$ cat src/rtl/pcie_pack_pkg.sv
// Shared types and constants for the PCIe DMA burst packer.
// Holds the FSM state enum, the word size in bytes and the counter widths.
package pcie_pack_pkg;

  typedef enum logic [1:0] {
    FILL = 2'd0,
    REQ  = 2'd1,
    SEND = 2'd2
  } state_e;

  localparam int BYTES_PER_WORD = 16;
  localparam int LEN_W          = 5;
  localparam int BCNT_W         = 16;

  // Index width for a buffer of n entries (at least one bit).
  function automatic int idx_w(input int n);
    return (n > 1) ? $clog2(n) : 1;
  endfunction

endpackage

$ cat src/rtl/pcie_burst_buf.sv
// Burst staging buffer: BURST_LEN x DATA_WIDTH registers, no reset.
// Ports: clk; write port we/widx/wdata; asynchronous read port ridx/rdata.
module pcie_burst_buf #(
  parameter int BURST_LEN  = 8,
  parameter int DATA_WIDTH = 128,
  parameter int IDXW       = 3
) (
  input  logic                  clk,
  input  logic                  we,
  input  logic [IDXW-1:0]       widx,
  input  logic [DATA_WIDTH-1:0] wdata,
  input  logic [IDXW-1:0]       ridx,
  output logic [DATA_WIDTH-1:0] rdata
);

  logic [DATA_WIDTH-1:0] mem_q [BURST_LEN];

  always_ff @(posedge clk) begin
    if (we) mem_q[widx] <= wdata;
  end

  assign rdata = mem_q[ridx];

endmodule

$ cat src/rtl/pcie_dma_burst_packer.sv
// Packs FIFO words into bursts, requests a DMA write, streams the burst out
// and advances a host ring offset. Ports: rd_clk/rd_rst_n (sync, active-low);
// enable; base_addr/ring_size; FIFO read port fifo_rd_*; DMA request
// dma_req/addr/len/ack; stream m_data/valid/ready/last; wr_offset, burst_cnt.
// Optional partial-burst flush: define PCIE_PACK_FLUSH_TIMEOUT_EN.
module pcie_dma_burst_packer
  import pcie_pack_pkg::*;
#(
  parameter int BURST_LEN   = 8,
  parameter int DATA_WIDTH  = 128,
  parameter int ADDR_WIDTH  = 32,
  parameter int TIMEOUT_CYC = 256
) (
  input  logic                  rd_clk,
  input  logic                  rd_rst_n,
  input  logic                  enable,
  input  logic [ADDR_WIDTH-1:0] base_addr,
  input  logic [ADDR_WIDTH-1:0] ring_size,
  input  logic                  fifo_rd_vld,
  input  logic [DATA_WIDTH-1:0] fifo_rd_data,
  output logic                  fifo_rd_en,
  output logic                  dma_req,
  output logic [ADDR_WIDTH-1:0] dma_addr,
  output logic [LEN_W-1:0]      dma_len,
  input  logic                  dma_ack,
  output logic [DATA_WIDTH-1:0] m_data,
  output logic                  m_valid,
  input  logic                  m_ready,
  output logic                  m_last,
  output logic [ADDR_WIDTH-1:0] wr_offset,
  output logic [BCNT_W-1:0]     burst_cnt
);

  localparam int IDXW = idx_w(BURST_LEN);
  localparam logic [LEN_W-1:0] BLEN = LEN_W'(BURST_LEN);

  state_e                  state_q, state_d;
  logic [LEN_W-1:0]        fill_cnt_q, fill_cnt_d;
  logic [LEN_W-1:0]        rd_idx_q, rd_idx_d;
  logic [ADDR_WIDTH-1:0]   wr_off_q, wr_off_d;
  logic [BCNT_W-1:0]       bcnt_q, bcnt_d;
  logic [ADDR_WIDTH-1:0]   off_sum;
  logic [DATA_WIDTH-1:0]   rdata;
  logic                    pop, hs, last, tmo;

  assign pop  = (state_q == FILL) && enable && fifo_rd_vld
              && (fill_cnt_q < BLEN);
  assign hs   = (state_q == SEND) && m_ready;
  assign last = (rd_idx_q == fill_cnt_q - LEN_W'(1));

  assign off_sum = wr_off_q + ADDR_WIDTH'({fill_cnt_q, 4'b0000});

`ifdef PCIE_PACK_FLUSH_TIMEOUT_EN
  localparam int IDLE_W = $clog2(TIMEOUT_CYC + 1);
  logic [IDLE_W-1:0] idle_q, idle_d;

  // Fires on the edge where the idle count would reach TIMEOUT_CYC.
  assign tmo = (state_q == FILL) && (fill_cnt_q != '0) && !pop
             && (idle_q == IDLE_W'(TIMEOUT_CYC - 1));

  always_comb begin
    idle_d = idle_q + IDLE_W'(1);
    if ((state_q != FILL) || (fill_cnt_q == '0) || pop || tmo)
      idle_d = '0;
  end

  always_ff @(posedge rd_clk) begin
    if (!rd_rst_n) idle_q <= '0;
    else           idle_q <= idle_d;
  end
`else
  logic unused_tmo;
  assign tmo        = 1'b0;
  assign unused_tmo = ^TIMEOUT_CYC;
`endif

  pcie_burst_buf #(
    .BURST_LEN (BURST_LEN),
    .DATA_WIDTH(DATA_WIDTH),
    .IDXW      (IDXW)
  ) u_buf (
    .clk  (rd_clk),
    .we   (pop),
    .widx (fill_cnt_q[IDXW-1:0]),
    .wdata(fifo_rd_data),
    .ridx (rd_idx_q[IDXW-1:0]),
    .rdata(rdata)
  );

  always_ff @(posedge rd_clk) begin
    if (!rd_rst_n) begin
      state_q    <= FILL;
      fill_cnt_q <= '0;
      rd_idx_q   <= '0;
      wr_off_q   <= '0;
      bcnt_q     <= '0;
    end else begin
      state_q    <= state_d;
      fill_cnt_q <= fill_cnt_d;
      rd_idx_q   <= rd_idx_d;
      wr_off_q   <= wr_off_d;
      bcnt_q     <= bcnt_d;
    end
  end

  always_comb begin
    state_d    = state_q;
    fill_cnt_d = fill_cnt_q;
    rd_idx_d   = rd_idx_q;
    wr_off_d   = wr_off_q;
    bcnt_d     = bcnt_q;
    unique case (state_q)
      FILL: begin
        if (pop) fill_cnt_d = fill_cnt_q + LEN_W'(1);
        if ((pop && (fill_cnt_q == BLEN - LEN_W'(1))) || tmo)
          state_d = REQ;
      end
      REQ: begin
        if (dma_ack) begin
          state_d  = SEND;
          rd_idx_d = '0;
        end
      end
      SEND: begin
        if (hs) rd_idx_d = rd_idx_q + LEN_W'(1);
        if (hs && last) begin
          state_d    = FILL;
          fill_cnt_d = '0;
          bcnt_d     = bcnt_q + BCNT_W'(1);
          // Wrap resets to zero rather than taking the remainder.
          wr_off_d   = (off_sum >= ring_size) ? '0 : off_sum;
        end
      end
      default: state_d = FILL;
    endcase
  end

  always_comb begin
    fifo_rd_en = pop;
    dma_req    = 1'b0;
    dma_addr   = '0;
    dma_len    = '0;
    m_valid    = 1'b0;
    m_data     = '0;
    m_last     = 1'b0;
    wr_offset  = wr_off_q;
    burst_cnt  = bcnt_q;
    unique case (state_q)
      REQ: begin
        dma_req  = 1'b1;
        dma_addr = base_addr + wr_off_q;
        dma_len  = fill_cnt_q;
      end
      SEND: begin
        m_valid = 1'b1;
        m_data  = rdata;
        m_last  = last;
      end
      default: ;
    endcase
  end

endmodule
$ cat config.mk
export PLATFORM = sky130hd
export DESIGN_NAME = pcie_dma_burst_packer
export DESIGN_NICKNAME = d
export VERILOG_FILES = /design/src/rtl/pcie_pack_pkg.sv /design/src/rtl/pcie_burst_buf.sv /design/src/rtl/pcie_dma_burst_packer.sv
export SDC_FILE = /design/constraint.sdc
export NUM_CORES = 1
export LEC_CHECK = 0
export ABC_AREA = 1
export BUFFER_PORTS_ARGS = -buffer_cell sky130_fd_sc_hd__buf_2
export CAP_MARGIN = 5
export CORE_MARGIN = 10
export CORE_UTILIZATION = 50
export CTS_BUF_LIST = sky130_fd_sc_hd__clkbuf_16
export DETAILED_ROUTE_END_ITERATION = 6
export PLACE_DENSITY = 0.69
export SLEW_MARGIN = 0
export SYNTH_ARGS = -nofsm -noshare
export SYNTH_HDL_FRONTEND = slang
export SYNTH_SLANG_ARGS = --single-unit
$ cat constraint.sdc
create_clock -name rd_clk -period 15.2 [get_ports rd_clk]
set_clock_uncertainty 0.2 [all_clocks]
set_input_delay 1.52 -clock rd_clk [delete_from_list [all_inputs] [get_ports rd_clk]]
set_output_delay 1.52 -clock rd_clk [all_outputs]
set_load 0.02 [all_outputs]
==> flow_summary.json <==
{
  "max_freq_mhz": 167,
  "ios": 415,
  "start_util_pct": 50.5,
  "synth_area_um2": 46500,
  "crit_family": "buffers and inverters",
  "wl_um": 120000,
  "synth_flop_cell": "edfxtp_1",
  "synthCells": 4142,
  "post_cts_buffers": 0,
  "status": "complete, no violations",
  "coreArea_um2": 91900,
  "clock-sinks": 1083,
  "slew_viol_final": 0,
  "cap_viol_max_count": 0,
  "max_stage_delay_ns": 0.92,
  "tns_ns": 0,
  "vias": 32700,
  "cts_tree": "done",
  "yosysMostFrequentCell": "nor2_1",
  "die_w_um": 325,
  "synth_top_area_cell": "edfxtp_1",
  "grt_pass1_vias": 31200,
  "dr.pass1.iters": 6,
  "finalCritPeriodShare_pct": 39.3,
  "drive_above_1_share_pct": 13.7,
  "totalPowerFinal_mw": 6.17,
  "avgSynthCellArea_um2": 11.2,
  "setup_viol": 0,
  "antenna_found_initial": 34,
  "drt-initial-drc-count": 3159,
  "critPathSlowestCell": "buf_4",
  "cp.arrival_ns": 4.25,
  "final.min_clock_period_ns": 5.97,
  "vias_per_cell": 5.63,
  "portBuffers": 410,
  "grt_overflow": 0,
  "yosysUniqueCellTypes": 37,
  "grt_max_degree": 229,
  "synthArstFlopShare_pct": 0,
  "synth-edff-count": 1024,
  "synth_top_area_share_pct": 66.2,
  "cts.reportedPaths.clkPinSlew_ns": 0.06,
  "hpwl_um": 66100,
  "end_kind": "output pin",
  "final_nets": 4725,
  "startpoint_type": "flip-flop",
  "hold_viol": 0,
  "cts_resized": 0,
  "ys_top_cells_by_area": "edfxtp_1 (66%), nor2_1 (9.7%), o32ai_1 (4.8%)",
  "cts_hold_buffers": 0,
  "die_area_um2": 106000,
  "grt_first_pass_wirelength_um": 183000,
  "grt_util_all_layers_pct": 21.9,
  "required_ns": 13.48,
  "areaGrowthSynthToFinish_pct": 14.4,
  "rows": 111,
  "leakagePower_nw": 19.9,
  "synth-seq-cells": 1083,
  "hp-class": "flip-flop to flip-flop",
  "synth_commonest_cells": "nor2_1 (1201), edfxtp_1 (1024), nand2_1 (428), o21ai_0 (384), o32ai_1 (256)",
  "critical_path_class": "flip-flop to output pin",
  "drc": 0,
  "yosys_warnings": 0,
  "peakVddDrop_v": 0.000102,
  "clk_latency_ns": 0.67,
  "cts_max_level": 3,
  "ant_nets": 0,
  "root_buffer": "clkbuf_16",
  "slew_headroom_pct": 18.2,
  "grt_setup_unrepaired": "false",
  "cp_max_fo": 106,
  "path_cells": "buf_4 -> buf_4 -> nor2_1 -> o32ai_1 -> o21ai_0 -> nor2_1 -> buf_2",
  "worst_slew_pin_slew_ns": 1.23,
  "p_per_area_nw_per_um2": 116,
  "die_y_um": 325,
  "routabilityCongestion": 0.962,
  "clockBufferDepth": 3,
  "cts_made_buffers": 109,
  "timing.hold.ws_ns": 0.294,
  "crit_buf_inv": 3,
  "routedWlPerCell_um": 20.6,
  "ys_seq_area_share_pct": 68.7
}
==> tightest hold or removal path, delay by kind of cell (launching register included) <==
kind | cells | cell delay [ns]
AOI/OAI and AO/OA | 1 | 0.05
DFF | 1 | 0.33
and+or+nand+nor | 1 | 0.07
==> stage by stage <==
stage                     setup slack [ns]  instances  util, %  area (um^2)
after global placement                9.95       5594     53.7        49400
after CTS                             9.15       5795     57.8        53100
final                                 9.23       5811     57.8        53200
after floorplan                       3.59       4145        -        46500
after detailed placement              9.91       5594     53.7        49400
after global routing                  8.95       5806     57.8        53100
==> layout make-up <==
| class | instances | area (um^2) |
|---|---|---|
| clock buffers | 112 | 2800 |
| flip-flops and latches | 1083 | 31900 |
| well taps | 1243 | 1560 |
| fillers | 7618 | 38800 |
| repair buffers | 441 | 2370 |
| clock inverters | 89 | 900 |
| inverters | 199 | 764 |
| multi-input cells | 2628 | 12800 |
| diodes | 16 | 40.0 |
==> flip-flops by register name (all words and copies together) (netlist names), named ones only <==
signal,flops
wr_offset,28
state_q,2
fill_cnt_q,5
burst_cnt,16
u_buf.mem_q,1024
rd_idx_q,5
==> cells in the final DEF (no fill, tap or decap), types with 2 or more instances in the layout <==
cell | netlist | final
o21bai_1 | 2 | 2
o21a_1 | 3 | 3
o32ai_1 | 256 | 256
nor3b_1 | 3 | 3
clkbuf_16 | 0 | 112
nand2_2 | 2 | 2
inv_1 | 191 | 211
nand3_1 | 101 | 101
nand4_1 | 17 | 17
nor2_1 | 1201 | 1196
nor2_4 | 0 | 4
conb_1 | 1 | 4
nor3_2 | 0 | 4
inv_6 | 0 | 4
inv_2 | 6 | 5
o21ai_1 | 36 | 36
dfxtp_4 | 0 | 3
bufinv_16 | 0 | 18
edfxtp_1 | 1024 | 1024
ha_1 | 64 | 64
clkinv_4 | 0 | 4
nand3b_1 | 5 | 5
nand2_1 | 428 | 428
dfxtp_1 | 59 | 56
buf_4 | 21 | 24
a21oi_1 | 76 | 76
xor2_1 | 9 | 9
buf_2 | 62 | 410
diode_2 | 0 | 16
nor3_1 | 19 | 15
o21ai_0 | 384 | 384
clkinv_1 | 1 | 25
clkinv_2 | 0 | 13
a21o_1 | 3 | 3
xnor2_1 | 8 | 8
buf_12 | 0 | 7
clkinvlp_4 | 0 | 4
inv_4 | 1 | 2
==> cell families after synthesis <==
kind of cell | count (synthesis) | share of synthesized area [%]
AO/OA/AOI/OAI | 762 | 10.3
flip-flops | 1083 | 68.7
other | 1 | 0.00807
buffers and inverters | 434 | 3.93
XOR/XNOR | 17 | 0.320
adder cells (fa/ha/maj) | 65 | 1.77
AND/OR/NAND/NOR | 1780 | 14.9
==> per-layer routing <==
metal	share of wire, %	global-route usage (%)	wire (um)
met5	0.17	0	203
met4	2.7	7.51	3270
met3	7.1	4.40	8510
met2	48	35.4	57100
met1	42	29.4	50800
==> power by group <==
part / leakage [nW] / total (mW) / internal, mW / switching [mW]
Sequential: 9.73 / 3.30 / 3.29 / 0.00640
Combinational: 8.31 / 0.134 / 0.0414 / 0.0926
Clock: 1.88 / 2.74 / 1.64 / 1.11
Total: 19.9 / 6.17 / 4.97 / 1.21
==> final timing paths <==
kind                       from       endpoint  slack (ns)  cells after the start
hold reg to reg   burst_cnt[15]  burst_cnt[15]        0.29                      2
setup / recovery      flip-flop     m_data[36]        9.23                      7
setup reg to reg  fill_cnt_q[0]   wr_offset[5]       11.39                     17
hold / removal    burst_cnt[15]  burst_cnt[15]        0.29                      2
Power figures use the tool's default switching activity.
